<file path="config.mk">
export PLATFORM = sky130hd
export DESIGN_NAME = dds_freq_meter
export DESIGN_NICKNAME = d
export VERILOG_FILES = /design/src/rtl/dds_freq_meter.sv
export SDC_FILE = /design/constraint.sdc
export NUM_CORES = 1
export LEC_CHECK = 0
export BUFFER_PORTS_ARGS = -buffer_cell sky130_fd_sc_hd__buf_2
export CAP_MARGIN = 5
export CORE_MARGIN = 5
export CORE_UTILIZATION = 45
export CTS_CLUSTER_SIZE = 40
export DETAILED_ROUTE_END_ITERATION = 6
export MAX_ROUTING_LAYER = met4
export PLACE_DENSITY = 0.62
export SYNTH_ARGS = -nofsm -noshare
export SYNTH_HDL_FRONTEND = slang
export SYNTH_SLANG_ARGS = --single-unit
export TNS_END_PERCENT = 20
</file>
<file path="constraint.sdc">
create_clock -name clk -period 8.8 [get_ports clk]
set_input_delay 1.32 -clock clk [delete_from_list [all_inputs] [get_ports clk]]
set_output_delay 1.32 -clock clk [all_outputs]
set_load 0.01 [all_outputs]
</file>
<file path="src/rtl/dds_freq_meter.sv">
// dds_freq_meter: frequency meter for a valid-qualified signed wave stream.
// It detects rising zero crossings and counts the valid samples spanned by
// NPER periods. A restoring divider then recovers the accumulator step,
// P_est = (NPER << M) / period, saturated to 2^M-1.
// Optional build macro DDS_METER_HYST_EN: hysteresis crossing detector
// (a crossing needs a sample <= -HYST and then a sample >= +HYST).
module dds_freq_meter #(
  parameter int M    = 16,
  parameter int W    = 12,
  parameter int NPER = 4,
  parameter int CW   = 20,
  parameter int HYST = 4
) (
  input  logic                clk,
  input  logic                rst,
  input  logic                ic_en,
  input  logic                ic_val_data,
  input  logic signed [W-1:0] id_wave,
  output logic [M-1:0]        od_p_est,
  output logic [CW-1:0]       od_period,
  output logic                oc_val_data,
  output logic                oc_busy,
  output logic                oc_ovf
);

  localparam int DW = M + $clog2(NPER + 1);
  localparam int SW = $clog2(DW + 1);
  localparam logic [DW-1:0] NPER_V   = DW'(NPER);
  localparam logic [DW-1:0] DIVIDEND = NPER_V << M;
  localparam logic [CW-1:0] CNT_MAX  = '1;
  localparam logic [7:0]    NPER_C   = 8'(NPER);
  localparam logic [SW-1:0] LAST_STEP = SW'(DW - 1);

  if (NPER < 1 || NPER > 255 || HYST < 0) begin : g_param_check
    $error("dds_freq_meter: NPER must be 1..255 and HYST non-negative");
  end

  typedef enum logic [2:0] {S_IDLE, S_ARM, S_COUNT, S_DIV, S_DONE} state_t;
  state_t state, state_nxt;

  logic [CW-1:0] cnt, cnt_inc;
  logic [7:0]    xcnt, xcnt_inc;
  logic [SW-1:0] step;
  logic          samp_live;
  logic          xing;

  logic [CW:0]   rem_sh;
  logic [CW-1:0] rem_p1, rem_nxt;
  logic [DW-1:0] quo_p1, quo_nxt;
  logic [CW-1:0] dvs_p1;

  // Quotient saturation into the M-bit step range
  function automatic logic [M-1:0] sat_step(input logic [DW-1:0] q);
    if (|q[DW-1:M]) return '1;
    return q[M-1:0];
  endfunction

  assign samp_live = ic_en && ic_val_data && (state == S_ARM || state == S_COUNT);
  assign cnt_inc   = cnt + 1'b1;
  assign xcnt_inc  = xcnt + 8'd1;

`ifdef DDS_METER_HYST_EN
  localparam logic signed [W-1:0] HYST_P = W'(HYST);
  localparam logic signed [W-1:0] HYST_N = -HYST_P;
  logic armed;

  assign xing = samp_live && armed && (id_wave >= HYST_P);

  // Armed flag: set by a sample at or below -HYST, consumed by the crossing
  always_ff @(posedge clk or posedge rst) begin
    if (rst) begin
      armed <= 1'b0;
    end else if (state == S_IDLE) begin
      armed <= 1'b0;
    end else if (samp_live) begin
      if (xing) armed <= 1'b0;
      else if (id_wave <= HYST_N) armed <= 1'b1;
    end
  end
`else
  localparam logic signed [W-1:0] ZERO = '0;
  logic signed [W-1:0] prev;
  logic                prev_valid;

  assign xing = samp_live && prev_valid && (prev < ZERO) && (id_wave >= ZERO);

  // Previous valid sample, only tracked while looking for crossings
  always_ff @(posedge clk or posedge rst) begin
    if (rst) begin
      prev       <= '0;
      prev_valid <= 1'b0;
    end else if (state == S_IDLE || state == S_DIV || state == S_DONE) begin
      prev_valid <= 1'b0;
    end else if (samp_live) begin
      prev       <= id_wave;
      prev_valid <= 1'b1;
    end
  end
`endif

  // State register
  always_ff @(posedge clk or posedge rst) begin
    if (rst) state <= S_IDLE;
    else     state <= state_nxt;
  end

  // Next-state logic; dropping ic_en aborts to IDLE from anywhere
  always_comb begin
    state_nxt = state;
    case (state)
      S_IDLE:  state_nxt = S_ARM;
      S_ARM:   if (xing) state_nxt = S_COUNT;
      S_COUNT: begin
        if (samp_live) begin
          if (cnt_inc == CNT_MAX)                state_nxt = S_ARM;
          else if (xing && xcnt_inc == NPER_C)   state_nxt = S_DIV;
        end
      end
      S_DIV:   if (step == LAST_STEP) state_nxt = S_DONE;
      S_DONE:  state_nxt = S_ARM;
      default: state_nxt = S_IDLE;
    endcase
    if (!ic_en) state_nxt = S_IDLE;
  end

  // Output decode
  always_comb begin
    oc_busy = (state == S_DIV);
  end

  // Period/crossing counters, divider step counter and sticky overflow
  always_ff @(posedge clk or posedge rst) begin
    if (rst) begin
      cnt    <= '0;
      xcnt   <= '0;
      step   <= '0;
      oc_ovf <= 1'b0;
    end else begin
      step <= (state == S_DIV && ic_en) ? step + 1'b1 : '0;
      if (!ic_en || state == S_IDLE) begin
        cnt  <= '0;
        xcnt <= '0;
      end else if (state == S_ARM && xing) begin
        cnt    <= '0;
        xcnt   <= '0;
        oc_ovf <= 1'b0;
      end else if (state == S_COUNT && samp_live) begin
        cnt <= cnt_inc;
        if (xing) xcnt <= xcnt_inc;
        if (cnt_inc == CNT_MAX) oc_ovf <= 1'b1;
      end
    end
  end

  // Restoring division step: shift in one dividend bit, subtract if it fits
  always_comb begin
    rem_sh = {rem_p1, quo_p1[DW-1]};
    if (rem_sh >= {1'b0, dvs_p1}) begin
      rem_nxt = CW'(rem_sh - {1'b0, dvs_p1});
      quo_nxt = {quo_p1[DW-2:0], 1'b1};
    end else begin
      rem_nxt = rem_sh[CW-1:0];
      quo_nxt = {quo_p1[DW-2:0], 1'b0};
    end
  end

  // Stage p1: divider datapath, loaded on the final crossing, stepped in DIV
  always_ff @(posedge clk) begin
    if (state == S_COUNT && state_nxt == S_DIV) begin
      rem_p1 <= '0;
      quo_p1 <= DIVIDEND;
      dvs_p1 <= cnt_inc;
    end else if (state == S_DIV) begin
      rem_p1 <= rem_nxt;
      quo_p1 <= quo_nxt;
    end
  end

  // Stage p2: result registers and one-cycle update pulse
  always_ff @(posedge clk or posedge rst) begin
    if (rst) begin
      od_p_est    <= '0;
      od_period   <= '0;
      oc_val_data <= 1'b0;
    end else begin
      oc_val_data <= (state == S_DONE) && ic_en;
      if (state == S_DONE && ic_en) begin
        od_p_est  <= sat_step(quo_p1);
        od_period <= dvs_p1;
      end
    end
  end

endmodule

</file>
# Yosys cells after proc, flatten, opt, wreduce, memory -nomap -nowiden
# Cells that the tools add are included.
[op_classes] addsub=4 magnitude_cmp=3 eq_ne=8 n_mux=26 n_bitwise=2 reduce_logical=27
[ops] operator="two-way mux 20 bit" count=4
[ops] operator="two-way mux 16 bit" count=2
[ops] operator="two-way mux 8 bit" count=4
[ops] operator=">= comparator 21 x 20 -> 1 bit" count=1
[ops] operator="adder 20 x 1 -> 20 bit, second input constant" count=1
[ops] operator="equality test 20 bit, second input constant" count=1
[ops] operator="subtractor 20 bit" count=1
[ops] operator="two-way mux 3 bit" count=6
[ops] operator=">= comparator 12 x 1 -> 1 bit, second input constant" count=1
[ops] operator="< comparator 12 x 1 -> 1 bit, second input constant" count=1
[ops] operator="one-hot mux 3 bit (4 select lines)" count=1
[ops] operator="logical AND 1 bit" count=11
[ops] operator="equality test 3 x 2 -> 1 bit, second input constant" count=3
[ops] operator="adder 8 x 1 -> 8 bit, second input constant" count=1
[ops] operator="equality test 8 x 3 -> 1 bit, second input constant" count=1
[ops] operator="two-way mux 1 bit" count=8
[ops] operator="nonzero test 2 bit" count=3
[ops] operator="nonzero test 3 bit" count=2
[ops] operator="adder 5 x 1 -> 5 bit, second input constant" count=1
[ops] operator="equality test 5 bit, second input constant" count=1
[ops] operator="two-way mux 5 bit" count=1
[ops] operator="logical OR 1 bit" count=4
[ops] operator="AND reduction 2 bit" count=2
[ops] operator="equality test 3 x 1 -> 1 bit, second input constant" count=1
[ops] operator="7 further kinds" count=8
[word_totals] regBits=146 in_bits=16 output_inout_bits=39

# Longest topological paths before layout
# Gate-level depths: netlist of run 1.
[logic_depth] depth_word=14 mapped_depth=13

# Worst setup path after synthesis of run 1
# OpenSTA, ideal clock, no wires.
[synth_path] kind="input -> register" startpoint="input port ic_val_data" endpoint="register dvs_p1[0] (enable)" arrival_time_ps=3038 path_slack_ps=5400 cell_stages=7 path_buffers=1 path_cell_list="and3b_1 -> nand2_1 -> or3_1 -> nor4_1 -> o21ai_0 -> nor3_2 -> buf_2"
[synth_via] elab_chain_len=13
[synth_lines] element="start: declaration" line_no="17" source="input logic ic_val_data,"
[synth_lines] element="logical AND 1 bit (*) (2 in series)" line_no="58" source="assign samp_live = ic_en && ic_val_data && (state == S_ARM || state == S_COUNT);"
[synth_lines] element="logical AND 1 bit (3 in series)" line_no="85" source="assign xing = samp_live && prev_valid && (prev < ZERO) && (id_wave >= ZERO);"
[synth_lines] element="logical AND 1 bit" line_no="116" source="else if (xing && xcnt_inc == NPER_C) state_nxt = S_DIV;"
[synth_lines] element="two-way mux 3 bit" line_no="116"
[synth_lines] element="two-way mux 3 bit" line_no="115" source="if (cnt_inc == CNT_MAX) state_nxt = S_ARM;"
[synth_lines] element="two-way mux 3 bit" line_no="114" source="if (samp_live) begin"
[synth_lines] element="one-hot mux 3 bit (4 select lines) (*)" line_no="110" source="case (state)"
[synth_lines] element="two-way mux 3 bit (*)" line_no="123" source="if (!ic_en) state_nxt = S_IDLE;"
[synth_lines] element="equality test 3 x 2 -> 1 bit (*)" line_no="169" source="if (state == S_COUNT && state_nxt == S_DIV) begin"
[synth_lines] element="logical AND 1 bit (*)" line_no="169"
[synth_lines] element="end signal: assignment" line_no="172" source="dvs_p1 <= cnt_inc;"
[synth_lines] element="end: declaration" line_no="50" source="logic [CW-1:0] dvs_p1;"
# Every way passes the cells marked *; elsewhere a longest branch is shown, timed or not.
# A chain may end at the register's enable or synchronous reset.

# Worst setup path in the final report of run 1
[layout_path] startpoint="register cnt[0]" endpoint="register dvs_p1[5] (enable)"
[layout_via] elab_chain_len=8
[layout_lines] element="start: declaration" line_no="41" source="logic [CW-1:0] cnt, cnt_inc;"
[layout_lines] element="start signal: assignment" line_no="148" source="cnt <= cnt_inc;"
[layout_lines] element="adder 20 x 1 -> 20 bit" line_no="59" source="assign cnt_inc = cnt + 1'b1;"
[layout_lines] element="equality test 20 bit" line_no="115"
[layout_lines] element="two-way mux 3 bit" line_no="115"
[layout_lines] element="two-way mux 3 bit" line_no="114"
[layout_lines] element="one-hot mux 3 bit (4 select lines)" line_no="110"
[layout_lines] element="two-way mux 3 bit" line_no="123"
[layout_lines] element="equality test 3 x 2 -> 1 bit" line_no="169"
[layout_lines] element="logical AND 1 bit" line_no="169"
# No other way between the ends.

==> flow_summary_export.csv, run 1 <==
group,metric,value,unit
status,status,"finished, final reports clean",
timing,slew_headroom,33.8,%
global_route,grt_pass1_wl,25900,um
logic_synthesis,ys_types,72,
die,rows,45,
critical_path,worstPathCellList,"ha_1, inv_1, nor4_4, and3_1, nand3_1, xor2_1, o31ai_2, nor3_4, buf_4",
logic_synthesis,yosys-top-cells-area,"dfrtp_1 27%, dfxtp_1 11%, edfxtp_1 8.5%, nand2_1 4.8%, ha_1 4.6%",
timing,finalClockSkew,0.00642,ns
layout,final_area,8010,um2
critical_path,rrSetupSlack,5.26,ns
timing,worst_pin_slew,0.993,ns
clock_tree,clk_latency,0.41,ns
timing,fmax,282,MHz
timing,hold_slack,0.470,ns
drt,wl_per_cell,15.6,um
critical_path,reg2reg_from,"cnt[0]",
global_route,grt.total_usage,17.9,%
pwr,leakage,3.53,nW
placed_design,io_buffers,43,
drt,drt-pass1-iter-count,7,
critical_path,cp-end-kind,"flop",
placed_design,hpwl,10600,um
pwr,combPwrFrac,29.9,%
drt,ant_nets,0,
clock_tree,ctsRootBufferMaster,"clkbuf_16",
critical_path,cp_slowest_stage_delay,0.59,ns
clock_tree,h-tree-depth,4,
drt,vias,5464,
critical_path,crit_family,"simple AND/OR/NAND/NOR gates",
die,die_area,18300,um2
critical_path,worstSetupEndpoint,"dvs_p1[5]",
timing,grt_setup_unrepaired,"false",
layout,final_core_util,52.3,%
clock_tree,post_cts_resized,0,
critical_path,startpoint,"cnt[0]",
logic_synthesis,postSynthAreaPerCell,9.64,um2
critical_path,r2r_end,"dvs_p1[5]",
timing,fin_setup_tns,0,ns
clock_tree,clkSlewWorstSetupHoldPaths,0.06,ns
layout,layout.nets,806,
logic_synthesis,synth_flop_cell,"dfrtp_1",
global_route,overflow,0,
clock_tree,numCtsBuffers,17,
logic_synthesis,yosysTopAreaCell,"dfrtp_1",
logic_synthesis,ys_seq_area_share,46.5,%
clock_tree,cts_setup_buffers,0,
die,die_width,135,um
global_route,antenna_found_initial,0,
logic_synthesis,synth-edff-count,20,
timing,hold_viol,0,
timing,setup_viol,0,
layout,final_layout_size_suffix_gt1_share,15.9,%
logic_synthesis,syn_inst,732,
timing,period_minus_slack,3.54,ns
critical_path,crit_cells,9,
pwr,power_frac_clock,33.2,%
critical_path,worstPathArrival,3.59,ns
logic_synthesis,synth_nets,775,
logic_synthesis,yosys.area.top_type_share,27.0,%
drt,route.detailed.drc,0,
logic_synthesis,ys_ff_latch,135,
logic_synthesis,synthMostInstantiatedCell,"nand2_1",
pwr,power_frac_seq,36.9,%
pwr,switching_share,33.0,%
clock_tree,cts_buffer_depth,2,
clock_tree,cts_tree,"yes",
critical_path,critPathSlowestCell,"buf_4",
pwr,p_int,0.00146,W
placed_design,gp_congestion,0.875,
die,io_pins,55,
logic_synthesis,synthesis.area,7050,um2
die,core,15300,um2
layout,syn_to_final_growth,13.5,%
critical_path,r2r_cells,9,
logic_synthesis,async_flop_share,56.3,%
global_route,grt_pass1_vias,5304,
global_route,grt_start_max_net_pins,77,
critical_path,crit_buf_inv,2,
critical_path,crit_required,8.84,ns
die,initial_core_util,46.1,%
timing,drv_slew,0,
layout,antenna_cells,0,
pwr,vdd_drop_max,185,uV
worst_hold_path,hold_class,"flop to flop",
pwr,p_sw,0.000717,W
critical_path,path_max_fanout,59,
placed_design,placed_area,7400,um2
clock_tree,hold_buffers,0,
drt,drt_iter0_drc,366,
drt,wirelength,15400,um
logic_synthesis,ys_top_cells_by_count,"91 x nand2_1, 76 x dfrtp_1, 52 x nor2_1",
logic_synthesis,ys.warnings.count,0,
clock_tree,cts.sinks,135,
critical_path,cp-start-kind,"flop",
pwr,powerDensity,271,nW/um2
critical_path,crit_type,"flop to flop",
die,die_y,135,um
timing,finalCritPeriodShare,40.2,%
drt,vias_per_cell,5.54,
run,maxCapViolations,0,
==> worst min-delay path, delay by kind of cell, from the launching register on <==
family	cells	cell delay, ns
compound gates	1	0.05
flops	1	0.32
simple gates	1	0.06
==> cell type report <==
cell class                      count  area, um2
Tap cell                          211        264
Timing Repair Buffer               49        260
Clock inverter                     10        115
Inverter                           38        143
Multi-Input combinational cell    522       3450
Fill cell                        1418       7310
Sequential cell                   135       3280
Clock buffer                       22        487
==> cells in the final DEF, fill, tap and decap left out, types with 4 or more instances in the layout <==
master      n
a211o_1     4
a211oi_1    9
nand3_1    33
nand2_1    91
o21ai_0    35
o31ai_1     6
edfxtp_1   20
clkbuf_16  19
and3_1     14
buf_2      43
nand2b_1    6
nor3_1     14
o21a_1      8
xor2_1     16
a21o_1      6
dfrtp_1    76
a21oi_1    39
a22o_1      8
nor2_1     52
inv_1      36
dfxtp_1    39
nor2b_1     6
xnor2_1    21
nand4_1     9
mux2_2     21
or3_1       4
ha_1       26
a31oi_1     9
a311oi_1    5
mux2i_1     8
o22a_1     16
buf_4       6
==> power groups by stage <==
| stage | Sequential [W] | Combinational, W | Clock [W] |
|---|---|---|---|
| 3_3_place_gp | 0.000808 | 0.000627 | 0 |
| 2_1_floorplan | 0.000786 | 0.000549 | 0 |
| 5_1_grt | 0.000813 | 0.000730 | 0.000767 |
| 6_report | 0.000801 | 0.000650 | 0.000722 |
| 4_1_cts | 0.000800 | 0.000649 | 0.000738 |
| 3_5_place_dp | 0.000810 | 0.000642 | 0 |
==> kinds of logic (layout without fill, tap and decap cells) <==
logic type / Yosys count / after routing / synth area share (%)
AND/OR/NAND/NOR: 252 / 252 / 17.2
AO/OA/AOI/OAI: 176 / 176 / 17.4
flip-flops: 135 / 135 / 46.5
buffers and inverters: 75 / 119 / 4.66
XOR/XNOR: 38 / 38 / 4.82
multiplexers: 29 / 29 / 4.49
adder cells (fa/ha/maj): 27 / 27 / 4.90
==> routing by layer <==
layer	wire length [um]	GRT usage [%]	up-vias	part of all wire (%)
li1	-	-	2686	-
met1	7190	23.1	2662	47
met2	7610	28.8	96	49
met3	478	4.05	20	3.1
met4	170	4.70	0	1.1
met5	0	-	-	0
==> registers in the layout, summed over array words and instances, names as in the netlist <==
| register | flops |
|---|---|
| cnt | 20 |
| dvs_p1 | 20 |
| oc_ovf | 1 |
| oc_val_data | 1 |
| od_p_est | 16 |
| od_period | 20 |
| prev | 1 |
| prev_valid | 1 |
| quo_p1 | 19 |
| rem_p1 | 20 |
| state | 3 |
| step | 5 |
| xcnt | 8 |
==> worst min path at each step <==
stage,start,to,slack (ns),depth (start not counted)
6_report,quo_p1[1],quo_p1[2],0.47,2
5_1_grt,quo_p1[11],quo_p1[11],0.49,2
4_1_cts,quo_p1[1],quo_p1[2],0.47,2
3_5_place_dp,quo_p1[11],quo_p1[12],0.46,2
3_3_place_gp,quo_p1[16],quo_p1[17],0.46,2
2_1_floorplan,quo_p1[16],quo_p1[17],0.44,2
==> through the flow <==
| step | std cells | total power (W) | setup slack [ns] |
|---|---|---|---|
| final | 987 | 0.00217 | 5.26 |
| after global routing | 987 | 0.00231 | 5.02 |
| after CTS | 987 | 0.00219 | 5.28 |
| after detailed placement | 955 | 0.00145 | 4.91 |
| after global placement | 955 | 0.00143 | 4.93 |
| after floorplan | 732 | 0.00134 | 5.40 |
Note: power is estimated with default switching activity, not from simulation.
==> run 2, diff against run 1 <==
==> constraint.sdc (replaced) <==
create_clock -name clk -period 3.4 [get_ports clk]
set_input_delay 0.51 -clock clk [delete_from_list [all_inputs] [get_ports clk]]
set_output_delay 0.51 -clock clk [all_outputs]
set_load 0.01 [all_outputs]
==> flow_summary_export.csv, run 2 (same netlist as run 1, synthesis figures left out) <==
group,metric,value,unit
status,status,"finished, final reports clean",
die,die_width,135,um
clock_tree,clkSlewWorstSetupHoldPaths,0.06,ns
global_route,grt_pass1_wl,27400,um
layout,fin_cells,1009,
drt,vias_per_cell,5.58,
clock_tree,clk_latency,0.42,ns
layout,layout_common_cells,"91 x nand2_1, 76 x dfrtp_1, 52 x nor2_1, 43 x buf_2",
die,io_pins,55,
layout,layout.nets,828,
critical_path,cp-start-kind,"flop",
clock_tree,ctsRootBufferMaster,"clkbuf_16",
layout,antenna_cells,0,
timing,setup_viol,0,
timing,finalCritPeriodShare,90.1,%
global_route,grt-busiest-layer,"met2",
pwr,leakage,3.65,nW
timing,period_minus_slack,3.06,ns
run,maxCapViolations,0,
clock_tree,cts.sinks,135,
pwr,vdd_drop_max,370,uV
placed_design,gp_congestion,0.887,
placed_design,hpwl,11400,um
die,core,15300,um2
clock_tree,h-tree-depth,4,
drt,wirelength,16600,um
pwr,powerDensity,700,nW/um2
global_route,met3_usage,3.49,%
timing,grt_setup_unrepaired,"false",
clock_tree,cts_buffer_depth,2,
clock_tree,post_cts_resized,0,
layout,final_common_cell,"nand2_1",
timing,hold_slack,0.224,ns
global_route,gr-usage-met2,31.1,%
layout,syn_to_final_growth,16.4,%
clock_tree,numCtsBuffers,17,
critical_path,crit_required,3.70,ns
timing,finalClockSkew,0.00734,ns
worst_hold_path,hold_class,"primary input to asynchronous set/reset pin",
clock_tree,cts_tree,"yes",
critical_path,critPathSlowestCell,"o31ai_2",
global_route,antenna_found_initial,0,
global_route,grt_start_max_net_pins,39,
critical_path,worstPathArrival,3.37,ns
global_route,overflow,0,
drt,drt_iter0_drc,416,
layout,final_layout_size_suffix_gt1_share,18.2,%
critical_path,path_max_fanout,10,
timing,slew_headroom,34.4,%
placed_design,dp.cells,976,
drt,wl_per_cell,16.5,um
die,initial_core_util,46.1,%
timing,worst_pin_slew,0.979,ns
critical_path,crit_type,"flop to flop",
critical_path,cp_slowest_stage_delay,0.59,ns
drt,ant_nets,0,
die,die_area,18300,um2
timing,drv_slew,0,
global_route,grt_util_met1,23.9,%
critical_path,worstPathCellList,"ha_1, buf_4, o32a_1, o22ai_1, and3_1, nand4_1, o31ai_2, nor3_2, a211o_1",
drt,route.detailed.drc,0,
drt,vias,5631,
placed_design,io_buffers,43,
die,rows,45,
critical_path,cp-end-kind,"flop",
timing,fin_setup_tns,0,ns
drt,drt-pass1-iter-count,6,
global_route,grt.total_usage,19.0,%
global_route,grt_pass1_vias,5556,
die,die_y,135,um
timing,hold_viol,0,
timing,fmax,326,MHz
==> run 2: worst paths after layout <==
check	start	depth (start not counted)	to	slack [ns]
worst min-delay path	rst	2	step[1]	0.22
worst max register to register	cnt[0]	9	quo_p1[18]	0.34
worst min register to register	quo_p1[14]	2	quo_p1[15]	0.47
worst max-delay path	cnt[0]	9	quo_p1[18]	0.34
max in group asynchronous	rst	3	od_period[4]	2.39
min in group clk	id_wave[11]	2	prev[11]	0.36
==> run 2: per-stage QoR <==
| stage | total power, W | utilization [%] | cell area (um2) | setup WS (ns) |
|---|---|---|---|---|
| CTS | 0.00578 | 53.6 | 8200 | 0.220 |
| floorplan | 0.00346 | - | 7050 | 0.615 |
| global route | 0.00609 | 53.6 | 8210 | 0.201 |
| finish | 0.00575 | 53.6 | 8210 | 0.336 |
| global placement | 0.00377 | 49.5 | 7590 | 0.204 |
| detailed placement | 0.00382 | 49.5 | 7590 | 0.157 |
==> run 2: critical path: cells and delay by family, from the launching register on <==
family	cells	cell delay (ns)
adders and majority gates	1	0.23
AOI/OAI and AO/OA	4	1.47
buffers and inverters	1	0.18
DFF	1	0.39
and+or+nand+nor	3	0.69
==> run 2: routing by layer <==
metal / share of wire (%) / vias to the layer above
met5: 0 / -
met1: 45 / 2742
met2: 50 / 142
met4: 1.1 / 0
li1: - / 2731
met3: 4.0 / 16
==> run 2: report_power, final <==
group / internal, W / switching, W / total (W)
combinational: 0.000784 / 0.000976 / 0.00176
clock: 0.00122 / 0.000708 / 0.00193
sequential: 0.00187 / 0.000193 / 0.00206
==> run 2: what timing repair did <==
action,in CTS,in global routing
buffers inserted,0,0
hold buffers,0,0
setup endpoints to repair,0,18
==> run 2: final cells by class <==
| cell class | instances | area, um2 |
|---|---|---|
| Fill cell | 1412 | 7100 |
| Multi-Input combinational cell | 523 | 3460 |
| Sequential cell | 135 | 3280 |
| Timing Repair Buffer | 70 | 443 |
| Clock buffer | 22 | 475 |
| Inverter | 38 | 143 |
| Clock inverter | 10 | 143 |
| Tap cell | 211 | 264 |
